--- src/rtl/period_meter.sv ---
// period_meter: measures period and high time of an asynchronous square wave
// in clk_in cycles. A rise on the synchronised input closes one measurement
// and starts the next. valid pulses for one cycle when period/high_time update.
// timeout flags a missing rising edge for MAX cycles.
//
// Interface semantics: there is no backpressure. valid is a one-cycle strobe.
// period/high_time are stable from the valid cycle until the next valid, a
// clear or a reset. busy mirrors the FSM state (1 = MEASURE), so the state is
// observable directly at the port.
module period_meter #(
  parameter int WIDTH       = 16,
  parameter int SYNC_STAGES = 2    // must be >= 2
) (
  input  logic             clk_in,
  input  logic             reset,
  input  logic             sig_in,
  input  logic             clear,
  output logic [WIDTH-1:0] period,
  output logic [WIDTH-1:0] high_time,
  output logic             valid,
  output logic             timeout,
  output logic             busy
);

  typedef enum logic {
    IDLE    = 1'b0,
    MEASURE = 1'b1
  } state_t;

  localparam logic [WIDTH-1:0] MAX = '1;
  localparam logic [WIDTH-1:0] ONE = WIDTH'(1);

  state_t                 state;
  logic [SYNC_STAGES-1:0] sync_q;
  logic                   s_sync;
  logic                   s_prev;
  logic                   rise;
  logic                   fall;
  logic [WIDTH-1:0]       cnt;
  logic [WIDTH-1:0]       hcap;

  assign s_sync = sync_q[SYNC_STAGES-1];
  assign rise   = s_sync & ~s_prev;
  assign fall   = ~s_sync & s_prev;

  // busy is a decode of the registered state, so it stays glitch-free.
  assign busy   = (state == MEASURE);

  // Synchroniser chain plus one edge-history flop. clear leaves this
  // history alone, so a level that is already high is not seen as a new rise.
  always_ff @(posedge clk_in or posedge reset) begin
    if (reset) begin
      sync_q <= '0;
      s_prev <= 1'b0;
    end else begin
      sync_q <= {sync_q[SYNC_STAGES-2:0], sig_in};
      s_prev <= s_sync;
    end
  end

  // Measurement FSM: counters, captured results and status flags.
  always_ff @(posedge clk_in or posedge reset) begin
    if (reset) begin
      state     <= IDLE;
      cnt       <= '0;
      hcap      <= '0;
      period    <= '0;
      high_time <= '0;
      valid     <= 1'b0;
      timeout   <= 1'b0;
    end else if (clear) begin
      // clear wins over a rise detected in the same cycle.
      state     <= IDLE;
      cnt       <= '0;
      hcap      <= '0;
      period    <= '0;
      high_time <= '0;
      valid     <= 1'b0;
      timeout   <= 1'b0;
    end else begin
      valid <= 1'b0;
      case (state)
        IDLE: begin
          // The first rise only starts a measurement. A fall is ignored.
          if (rise) begin
            cnt   <= ONE;
            hcap  <= '0;
            state <= MEASURE;
          end
        end
        MEASURE: begin
          if (rise) begin
            // cnt equals the number of cycles since the previous rise.
            period    <= cnt;
            high_time <= hcap;
            valid     <= 1'b1;
            timeout   <= 1'b0;
            cnt       <= ONE;
            hcap      <= '0;
          end else if (fall) begin
            // cnt equals the number of cycles the input was high.
            // Saturate so a fall exactly at MAX cannot wrap the counter.
            hcap <= cnt;
            cnt  <= (cnt == MAX) ? MAX : cnt + ONE;
          end else if (cnt == MAX) begin
            // No rise within MAX cycles: give up. Keep the last results.
            state   <= IDLE;
            timeout <= 1'b1;
          end else begin
            cnt <= cnt + ONE;
          end
        end
        default: state <= IDLE;
      endcase
    end
  end

endmodule

--- config.mk ---
export PLATFORM = sky130hd
export DESIGN_NAME = period_meter
export DESIGN_NICKNAME = d
export VERILOG_FILES = /design/src/rtl/period_meter.sv
export SDC_FILE = /design/constraint.sdc
export NUM_CORES = 1
export LEC_CHECK = 0
export CAP_MARGIN = 40
export CORE_UTILIZATION = 35
export CTS_BUF_LIST = sky130_fd_sc_hd__clkbuf_8
export DETAILED_ROUTE_END_ITERATION = 10
export PLACE_DENSITY_LB_ADDON = 0.1
export SLEW_MARGIN = 20
export SYNTH_ARGS = -nofsm -noshare
export SYNTH_HDL_FRONTEND = slang
export SYNTH_SLANG_ARGS = --single-unit
--- constraint.sdc ---
create_clock -name clk_in -period 2.5 [get_ports clk_in]
set_input_delay 0.5 -clock clk_in [delete_from_list [all_inputs] [get_ports clk_in]]
set_output_delay 0.5 -clock clk_in [all_outputs]
set_load 0.01 [all_outputs]
# --- Word-level counts from Yosys, hierarchy flattened ---
# Index checks and enable logic that the tools add are counted.
word_totals:
  ff_bits: 70
  input_bits: 4
  output_inout_bits: 35
  wordCells: 58
classes:
  add_sub_neg: 1
  eq_ne: 5
  muxes: 31
  bitwise: 5
  n_reduce_logical: 7
ops:
  columns: ["operator", "n"]
  rows:
  - ["$mux W16", 16]
  - ["$pmux W16 S2", 2]
  - ["$add A16 B1 Y16 const B", 1]
  - ["$eq A16 B16 Y1 const B", 1]
  - ["$mux W1", 12]
  - ["$ne A3 B3 Y1 const B", 2]
  - ["$reduce_and A2 Y1", 3]
  - ["$ne A5 B5 Y1 const B", 1]
  - ["$ne A4 B2 Y1 const B", 1]
  - ["$reduce_bool A2 Y1", 2]
  - ["$not A1 Y1", 3]
  - ["$reduce_and A3 Y1", 1]
  - ["$reduce_bool A3 Y1", 1]
  - ["$and A1 B1 Y1", 2]
  - ["$pmux W1 S2", 1]

# --- Logic depth before layout (Yosys ltp) ---
# Gate-level depths: netlist of run 1.
logic_depth:
  word_depth: 6
  ltp_mapped: 8
  depth_no_buf: 7

# --- Worst setup path before layout of run 1 ---
# No wires, ideal clock.
synth_path:
  path_kind: "reg2reg"
  start: "register cnt[0]"
  end: "register cnt[6]"
  setup_ns: 0.129
  t_arrival_ns: 1.711
  required_ns: 2.371
  path_slack_ns: 0.660
  stages_incl_launch_ff: 8
  n_path_buf: 2
  period_less_slack_ns: 1.840
  cell_sequence: "dfrtp_1 > ha_1 > nand3_1 > or3_1 > buf_4 > o21ai_2 > buf_6 > o21ai_0"
synth_between:
  elab_chain_len: 6
  elab_cells_between_ends: 10
  classes_between: "1 x add/sub; 2 x eq/ne; 6 x mux; 1 x reduce/logical"
synth_lines:
  columns: ["item", "line", "source"]
  rows:
  - ["start, declared", "39", "logic [WIDTH-1:0] cnt;"]
  - ["start signal, assigned", "104", "cnt <= (cnt == MAX) ? MAX : cnt + ONE;"]
  - ["start signal, assigned", "110", "cnt <= cnt + ONE;"]
  - ["$add A16 B1 Y16 / $eq A16 B16 Y1 (equally long branches)", "104, 110, 105", null]
  - ["$mux W16 (on tied branches)", "105, 104", null]
  - ["$mux W16", "100", "end else if (fall) begin"]
  - ["$mux W16", "92", "if (rise) begin"]
  - ["$pmux W16 S2", "82", "case (state)"]
  - ["$mux W16", "71", "end else if (clear) begin"]
# Several ways; a longest one is shown, not always the timed one. The select of a mux whose other input is x is not followed.
# A chain may end at the register's enable or synchronous reset.

# --- Final worst setup path of run 1 ---
layout_path:
  start: "register cnt[7]"
  end: "register cnt[9]"
# Same word-level chain as after synthesis.

==> run_results.csv, run 1 <==
group,metric,value,unit
status,outcome,"complete, no violations",
detailed_routing,vias_per_cell,5.26,
pwr,power_density,584,nW/um^2
cts,cts-resized-gates,0,
hold_path,min_path_type,"flip-flop to flip-flop",
logic_synthesis,syn_avg_cell_area,10.7,um^2
finish,num-nets-final,337,
placed_design,port_buffers,38,
finish,nFillCells,817,
sta,hold_ws,0.358,ns
placed_design,preCtsSetupSlack,0.280,ns
logic_synthesis,synth-simple-area-share,12.8,%
hold_path,min_path_cells,0,
sta,min_period,1.99,ns
pwr,p_switching,527,uW
detailed_routing,post_drt_wl_per_cell,16.0,um
global_route,antenna_found_initial,0,
detailed_routing,drt_iter0_markers,120,
pwr,p_sw_share,23.7,%
logic_synthesis,synthAdderAreaFrac,1.23,%
placed_design,dp_hpwl,4760,um
placed_design,finalWeightedCongestion,0.852,
logic_synthesis,synth_xor_area_share,0,%
logic_synthesis,netlist_instances,286,
sta,rsz0062_at_grt,"false",
finish,layout-drive-gt1-share,14.6,%
sta,fmax,503,MHz
floorplan,coreArea,8340,um^2
setup_path,critPathKind,"flip-flop to flip-flop",
sta,finalHoldViolations,0,
cts,cts_inserted_buffers,9,
cts,clk_path_buf_depth,2,
pwr,combPwrFrac,5.8,%
setup_path,critPathRequiredTime,2.75,ns
floorplan,initial_core_util,36.6,%
logic_synthesis,yosysWarnings,0,
finish,syn_to_final_growth,24.6,%
finish,fin_area,3800,um^2
setup_path,reg2regPathDepth,6,
cts,postCtsHoldBufs,0,
finish,antenna_cells,0,
sta,final.setup.tns,0,ns
global_route,grt_pass1_wl,11600,um
logic_synthesis,synth_mux_area_share,0,%
logic_synthesis,yosys_register_bits,70,
logic_synthesis,ys_types,36,
detailed_routing,drt-total-wl,7040,um
detailed_routing,route.detailed.drc,0,
pwr,p_seq_share,51.5,%
floorplan,row_count,33,
sta,finalClockSkew,0.00598,ns
global_route,track_usage,17.3,%
cts,post-cts-setup-buffers,0,
cts,tritoncts,"yes",
setup_path,worstSetupStartpointType,"flip-flop",
global_route,overflow,0,
job,maxCapViolations,0,
detailed_routing,vias,2314,
cts,clock_sinks,70,
setup_path,crit_path_end_kind,"flip-flop",
floorplan,pin_count,39,
floorplan,fp.dieH,95.4,um
pwr,intPower,1.69,mW
cts,htree_levels,3,
pwr,leakage,1.66,nW
logic_synthesis,syn_nets,293,
finish,utilization,45.6,%
sta,worst_pin_slew,0.385,ns
sta,setup_viol,0,
sta,slew_headroom,74.3,%
cts,clk_pin_slew,0.07,ns
detailed_routing,postRouteAntennaNets,0,
pwr,vdd_drop_max,192,uV
global_route,grt_pass1_vias,2234,
pwr,clkPwrFrac,42.7,%
logic_synthesis,synth_area,3050,um^2
detailed_routing,drtPass1Iterations,5,
logic_synthesis,ys_seq_area_share,57.4,%
logic_synthesis,synth_top_family_by_area,"compound AO/OA/AOI/OAI gates",
cts,clk_latency,0.34,ns
cts,ctsRootBufferMaster,"clkbuf_8",
logic_synthesis,synth_compound_area_share,23.4,%
sta,fin_crit_sh,79.6,%
setup_path,path_max_fanout,12,
global_route,grt_max_degree,71,
floorplan,fp.dieArea,9100,um^2
setup_path,worst_ep_arrival_time,2.24,ns
sta,slew_violations,0,
floorplan,die_w,95.4,um
sta,fin_ws,0.510,ns
placed_design,post_dp_cell_area,3590,um^2
==> critical path: stages, from the launching register on <==
cell and delay (ns):
dfrtp_1 0.55, nand4_1 0.20, or3_1 0.54, nor2_2 0.15, buf_4 0.20, a41oi_1 0.06, o21ai_0 0.20
==> per-stage QoR <==
step                      cells  power [mW]
final                       440        2.22
after global routing        440        2.33
after CTS                   440        2.25
after detailed placement    424        1.30
after global placement      424        1.30
after floorplan             286        1.25
==> registers in the layout (all words and copies together), names as in the netlist <==
signal and cells:
cnt 16, hcap 16, high_time 16, period 16, sync_q 2, busy 1
s_prev 1, timeout 1, valid 1
==> synthesized netlist by cell type <==
cell type  count  area (um^2)
buf_4          2         15.0
o22a_1         2         17.5
o22ai_2        3         37.5
a21oi_1        8         40.0
or2_2          1         6.26
nor2_1        20         75.1
ha_1           3         37.5
nor4_1         2         12.5
nand2b_1       1         6.26
buf_6          2         22.5
o21a_1         2         15.0
or3_1          2         12.5
o21ai_2        5         43.8
nand3b_1       1         7.51
o31ai_1        8         60.1
o21ai_4        1         16.3
and3_1         3         18.8
clkbuf_1      11         41.3
nor2b_1        3         18.8
nand2_1       29          109
nand3_1        6         30.0
a31oi_1        7         43.8
buf_2          7         35.0
inv_1         12         45.0
nor3_1         5         25.0
o21ai_1        8         40.0
and4_1         2         17.5
dfrtp_1       70         1750
nand4_1        4         25.0
nor2_2         1         6.26
a41oi_1        2         17.5
and2b_1        1         7.51
o21ai_0       15         75.1
and2_1         2         12.5
a22o_1        32          280
a21oi_2        3         26.3
==> logic make-up (layout without fill, tap and decap cells) <==
| family | count (synthesis) | in the layout |
|---|---|---|
| flip-flops | 70 | 70 |
| adder cells (fa/ha/maj) | 3 | 3 |
| AND/OR/NAND/NOR | 83 | 83 |
| buffers and inverters | 34 | 83 |
| AO/OA/AOI/OAI | 96 | 96 |
==> worst paths after layout <==
path	start	end	slack [ns]
min	sync_q[0]	sync_q[1]	0.36
max in group asynchronous	reset	period[2]	1.63
min in group asynchronous	reset	high_time[1]	0.55
max	cnt[7]	cnt[9]	0.51
min reg2reg	sync_q[0]	sync_q[1]	0.36
max reg2reg	cnt[7]	cnt[9]	0.51
==> cell type report <==
class | instances | area (um^2) | area share, %
flip-flops and latches | 70 | 1750 | 46.1
well taps | 105 | 131 | 3.46
clock inverters | 5 | 56.3 | 1.48
inverters | 12 | 45.0 | 1.18
clock buffers | 11 | 151 | 3.98
repair buffers | 55 | 520 | 13.7
multi-input cells | 182 | 1140 | 30.1
==> layout by cell type (no fill, tap or decap), types with 2 or more instances in the layout <==
cell type,netlist,layout
clkinv_2,0,2
and4_1,2,2
nand4_1,4,4
a21oi_2,3,4
nor2b_1,3,3
clkbuf_8,0,11
o31ai_1,8,8
nand2_1,29,29
or3_1,2,2
nor3_1,5,5
a21oi_1,8,7
nor2_1,20,20
a22o_1,32,32
o22a_1,2,2
clkdlybuf4s50_1,0,38
and2_1,2,2
dfrtp_1,70,70
o21ai_1,8,8
o21ai_2,5,5
o21ai_0,15,15
o21a_1,2,2
a41oi_1,2,2
a31oi_1,7,7
o22ai_2,3,3
inv_1,12,11
nand3_1,6,6
and3_1,3,3
ha_1,3,3
nor4_1,2,2
buf_4,2,16
==> power groups by stage <==
stage / logic, mW / clock network (mW) / registers [mW]
global route: 0.143 / 1.04 / 1.14
detailed placement: 0.130 / 0 / 1.17
global placement: 0.130 / 0 / 1.17
floorplan: 0.0814 / 0 / 1.17
finish: 0.128 / 0.949 / 1.14
CTS: 0.131 / 0.979 / 1.14
==> layer usage <==
metal	routed length, um	GRT usage (%)	up-vias	part of all wire [%]
li1	-	-	1116	-
met4	80	5.60	0	1.1
met2	3120	25.9	50	44
met5	0	0	-	0
met1	3580	24.2	1142	51
met3	254	4.55	6	3.6
Power figures use the tool's default switching activity.
==> inputs of run 2 (changes only) <==
==> constraint.sdc (replaced) <==
create_clock -name clk_in -period 1.7 [get_ports clk_in]
set_input_delay 0.34 -clock clk_in [delete_from_list [all_inputs] [get_ports clk_in]]
set_output_delay 0.34 -clock clk_in [all_outputs]
set_load 0.01 [all_outputs]
==> run 2 against run 1 <==
Compared with the run above:
- flip-flop and latch count is the same
- maximum frequency increased by 18%
- register-to-register slack worse by 0.49 ns
- clock power is 34% higher
- sequential share of layout area decreased by 3.6 points
- combinational power increased by 73%
- critical endpoint is now cnt[7]
- largest cell class unchanged
- highest routed layer unchanged
==> run_results.csv, run 2 (same netlist as run 1, synthesis figures left out) <==
group,metric,value,unit
sta,min_period,1.68,ns
global_route,track_usage,18.6,%
cts,ctsRootBufferMaster,"clkbuf_8",
pwr,power_density,768,nW/um^2
sta,fin_crit_sh,98.8,%
floorplan,row_count,33,
placed_design,finalWeightedCongestion,0.896,
placed_design,dp_hpwl,5100,um
detailed_routing,vias,2401,
cts,htree_levels,3,
sta,final.setup.tns,0,ns
floorplan,coreArea,8340,um^2
finish,syn_to_final_growth,35.3,%
sta,worst_pin_slew,0.380,ns
sta,finalClockSkew,0.00970,ns
global_route,grt_pass1_wl,12400,um
cts,tritoncts,"yes",
setup_path,path_max_fanout,8,
detailed_routing,postRouteAntennaNets,0,
detailed_routing,drtPass1Iterations,4,
pwr,leakage,1.82,nW
floorplan,initial_core_util,36.6,%
detailed_routing,post_drt_wl_per_cell,16.1,um
detailed_routing,route.detailed.drc,0,
finish,layout-drive-gt1-share,23.5,%
sta,setup_viol,0,
cts,clk_latency,0.35,ns
cts,cts_inserted_buffers,9,
sta,slew_violations,0,
setup_path,critPathRequiredTime,1.98,ns
sta,finalHoldViolations,0,
floorplan,die_w,95.4,um
global_route,antenna_found_initial,0,
hold_path,min_path_type,"flip-flop to flip-flop",
detailed_routing,vias_per_cell,5.15,
finish,antenna_cells,0,
cts,clock_sinks,70,
finish,num-nets-final,363,
sta,fmax,595,MHz
setup_path,critPathKind,"flip-flop to flip-flop",
global_route,grt_max_degree,71,
sta,rsz0062_at_grt,"true",
finish,fin_cells,466,
floorplan,pin_count,39,
detailed_routing,drt_iter0_markers,151,
detailed_routing,drt-total-wl,7500,um
pwr,vdd_drop_max,560,uV
finish,nFillCells,783,
setup_path,crit_path_end_kind,"flip-flop",
placed_design,place_inst,449,
cts,clk_path_buf_depth,2,
finish,final_common_cell,"dfrtp_1",
setup_path,worstSetupStartpointType,"flip-flop",
floorplan,fp.dieArea,9100,um^2
global_route,grt_pass1_vias,2267,
finish,final_cell_mix,"dfrtp_1 (70), clkdlybuf4s50_1 (37), buf_4 (33), a22o_1 (32), nand2_1 (29)",
floorplan,fp.dieH,95.4,um
sta,slew_headroom,74.7,%
job,maxCapViolations,0,
setup_path,worst_ep_arrival_time,1.96,ns
pwr,power.total,3.17,mW
cts,clk_pin_slew,0.07,ns
placed_design,port_buffers,38,
global_route,overflow,0,
finish,utilization,49.5,%
status,outcome,"complete, no violations",
## run 2: cell count changes in the layout (fill, tap and decap cells not counted), moves of 2 or more
cell	change
o21ai_1	+3
nand3_1	-3
o21ai_0	-6
buf_4	+17
buf_6	+4
buf_12	+5
o21ai_2	+2
nand3_2	+3
## run 2: metrics by stage
| step | hold WS, ns | instance area, um^2 | setup WS [ns] |
|---|---|---|---|
| floorplan | 0.331 | 3080 | -0.0164 |
| global placement | 0.339 | 3860 | -0.191 |
| detailed placement | 0.344 | 3860 | -0.229 |
| CTS | 0.360 | 4060 | 0.0372 |
| global route | 0.368 | 4130 | -0.0372 |
| finish | 0.356 | 4130 | 0.0198 |
## run 2: layout make-up
type / instances / area (um^2) / area share, %
clock buffers: 11 / 151 / 3.67
clock inverters: 5 / 33.8 / 0.818
inverters: 12 / 48.8 / 1.18
multi-input cells: 182 / 1220 / 29.5
flip-flops and latches: 70 / 1750 / 42.4
well taps: 105 / 131 / 3.18
repair buffers: 81 / 792 / 19.2
## run 2: power by group
group	switching (mW)	leakage, nW	internal [mW]
registers	0.00645	0.969	1.67
logic	0.142	0.756	0.0802
clock network	0.660	0.0971	0.609
total	0.808	1.82	2.36
## run 2: final timing paths
path	to	cells past startpoint	slack (ns)	start
min	sync_q[1]	0	0.36	sync_q[0]
min in group asynchronous	high_time[0]	3	0.43	reset
max	cnt[7]	7	0.02	cnt[0]
max reg2reg	cnt[7]	7	0.02	cnt[0]
min reg2reg	sync_q[1]	0	0.36	sync_q[0]
max in group asynchronous	cnt[1]	3	0.95	reset
## run 2: repair_timing
item | in CTS | in global routing
buffers inserted | 0 | 1
hold buffers | 0 | 0
endpoints found under the setup margin | 16 | 8
gates resized for setup | 3 | 20
pin swaps | 0 | 4
## run 2: layer usage
layer / global-route usage (%) / routed length (um) / vias up
met4: 6.34 / 100 / 0
met2: 26.4 / 3350 / 53
met5: 0 / 0 / -
li1: - / - / 1177
met3: 4.55 / 257 / 7
met1: 27.5 / 3790 / 1164
## run 2: worst max-delay path: stages, from the launching register on
cell and delay, ns:
dfrtp_1 0.40, ha_4 0.16, nand3_2 0.07, or3_4 0.46, o21ai_4 0.18, buf_6 0.17, o21ai_0 0.09, o21ai_1 0.08
==> inputs of run 3 (changes only) <==
--- a/config.mk
+++ b/config.mk
@@ -6,7 +6,7 @@
 export NUM_CORES = 1
 export LEC_CHECK = 0
 export CAP_MARGIN = 40
-export CORE_UTILIZATION = 35
+export CORE_UTILIZATION = 51
 export CTS_BUF_LIST = sky130_fd_sc_hd__clkbuf_8
 export DETAILED_ROUTE_END_ITERATION = 10
 export PLACE_DENSITY_LB_ADDON = 0.1
==> run 3 against run 2 <==
Compared with the run above:
- the flow now finishes with violations (negative setup slack)
- die area is 31% lower
- power is 2.2% lower
- sequential share of layout area is 0.35 points higher
- sequential power hardly changed
- combinational power hardly changed
- critical endpoint is now cnt[4]
- largest cell class unchanged
==> run_results.csv, run 3 (same netlist as run 1, synthesis figures left out) <==
group,metric,value,unit
setup_path,critPathRequiredTime,1.98,ns
status,violations,"negative setup slack",
cts,ctsRootBufferMaster,"clkbuf_8",
global_route,antenna_found_initial,0,
floorplan,fp.dieArea,6300,um^2
detailed_routing,postRouteAntennaNets,0,
setup_path,slowest_delay,0.42,ns
pwr,leakage,1.81,nW
cts,clk_latency,0.35,ns
floorplan,coreArea,5640,um^2
finish,final_cell_mix,"dfrtp_1 (70), clkdlybuf4s50_1 (37), buf_4 (34), a22o_1 (32), nand2_1 (29)",
finish,nFillCells,416,
setup_path,crit_path_end_kind,"flip-flop",
setup_path,critPathKind,"flip-flop to flip-flop",
pwr,vdd_drop_max,474,uV
detailed_routing,post_drt_wl_per_cell,16.3,um
detailed_routing,vias_per_cell,5.65,
cts,cts_inserted_buffers,9,
sta,finalHoldViolations,0,
finish,utilization,72.6,%
finish,final-seq-area,1750,um^2
detailed_routing,drt_iter0_markers,103,
finish,layout-drive-gt1-share,24.4,%
setup_path,timing.critical_path.cells,"ha_2 -> nand3_2 -> or3_4 -> o21ai_4 -> buf_6 -> o21ai_1 -> o21ai_2",
detailed_routing,drtPass1Iterations,4,
sta,rsz0062_at_grt,"true",
hold_path,min_path_cells,0,
hold_path,min_path_type,"flip-flop to flip-flop",
setup_path,reg2reg_slack,-0.02,ns
placed_design,dp_hpwl,4880,um
placed_design,port_buffers,38,
sta,fin_crit_sh,101,%
setup_path,reg2regPathDepth,7,
job,maxCapViolations,0,
placed_design,finalWeightedCongestion,0.882,
detailed_routing,vias,2447,
hold_path,min_delay_worst_endpoint,"sync_q[1]",
global_route,grt_pass1_vias,2367,
global_route,grt_max_degree,71,
detailed_routing,route.detailed.drc,0,
finish,syn_to_final_growth,34.2,%
setup_path,critPathBufInv,1,
sta,fin_ws,-0.0227,ns
floorplan,row_count,27,
cts,clk_path_buf_depth,2,
setup_path,worstSetupStartpointType,"flip-flop",
setup_path,path_max_fanout,9,
floorplan,die_w,79.4,um
finish,fin_area,4090,um^2
sta,fmax,581,MHz
sta,slew_headroom,74.6,%
setup_path,cpLargestDelayFamily,"simple AND/OR/NAND/NOR gates",
setup_path,critical-path-slowest-cell,"or3_4",
finish,final_common_cell,"dfrtp_1",
pwr,power_density,757,nW/um^2
global_route,grt_pass1_wl,11600,um
global_route,track_usage,25.0,%
finish,multiInputGateArea,1210,um^2
setup_path,worst_ep_arrival_time,2.00,ns
sta,slew_violations,0,
sta,worst_pin_slew,0.380,ns
floorplan,initial_core_util,54.1,%
sta,final.setup.tns,-0.0503,ns
finish,num-nets-final,364,
hold_path,min_from,"sync_q[0]",
sta,setup_viol,4,
cts,htree_levels,3,
cts,postCtsHoldBufs,0,
cts,clock_sinks,70,
setup_path,reg2reg_from,"cnt[0]",
sta,min_period,1.72,ns
global_route,overflow,0,
placed_design,post_dp_cell_area,3840,um^2
floorplan,fp.dieH,79.4,um
detailed_routing,drt-total-wl,7060,um
cts,tritoncts,"yes",
floorplan,pin_count,39,
setup_path,timing.rr.end,"cnt[4]",
status,outcome,"complete, but fails checks",
cts,clk_pin_slew,0.07,ns
sta,finalClockSkew,0.00866,ns
finish,antenna_cells,0,
setup_path,crit_start,"cnt[0]",
## run 3: cell count changes in the layout (fill, tap and decap cells not counted), sizes merged
cell	change
buf	+1
clkinvlp	+1
clkinv	-1
inv	-1
## run 3: where the power goes
group / total (mW) / internal (mW) / switching, mW
sequential: 1.68 / 1.67 / 0.00678
combinational: 0.225 / 0.0820 / 0.143
clock: 1.19 / 0.593 / 0.602
total: 3.10 / 2.35 / 0.751
## run 3: area by class of cell
cell class	count	area share, %
inverter	12	1.19
clock inverter	4	0.581
tap	72	2.20
timing repair buffer	82	20.0
multi-input combinational	182	29.6
sequential	70	42.8
clock buffer	11	3.70
## run 3: how the worst max path moves through the flow
stage | depth (start not counted) | slack, ns | endpoint
detailed placement | 7 | -0.24 | cnt[4]
CTS | 7 | -0.01 | cnt[9]
global route | 7 | -0.08 | cnt[13]
global placement | 7 | -0.19 | cnt[4]
floorplan | 8 | -0.02 | cnt[4]
finish | 7 | -0.02 | cnt[4]
## run 3: worst reg2reg max path: cells and delay by family (launching register included)
family / cells / cell delay (ns)
AND/OR/NAND/NOR: 2 / 0.49
flip-flops: 1 / 0.41
AO/OA/AOI/OAI: 3 / 0.36
adder cells (fa/ha/maj): 1 / 0.22
buffers and inverters: 1 / 0.17
## run 3: routing by layer
metal	vias to the layer above	GRT usage [%]	share of wire, %
met4	0	13.8	2.5
met1	1204	35.1	49
li1	1168	-	-
met5	-	0	0
met2	58	36.7	45
met3	17	4.25	3.5
## run 3: stage by stage
step                      instances  hold slack [ns]  power, mW  setup slack (ns)
after floorplan                 286            0.331       1.84           -0.0164
after global placement          415            0.348       1.93            -0.192
after detailed placement        415            0.338       1.93            -0.241
after CTS                       430            0.364       3.12           -0.0140
after global routing            433            0.377       3.20           -0.0756
final                           433            0.360       3.10           -0.0227
## run 3: timing repair
item,CTS,global route
endpoints found under the hold margin,0,0
pin swaps,0,4
buffers inserted,0,3
gates resized for setup,6,17
endpoints found under the setup margin,17,17
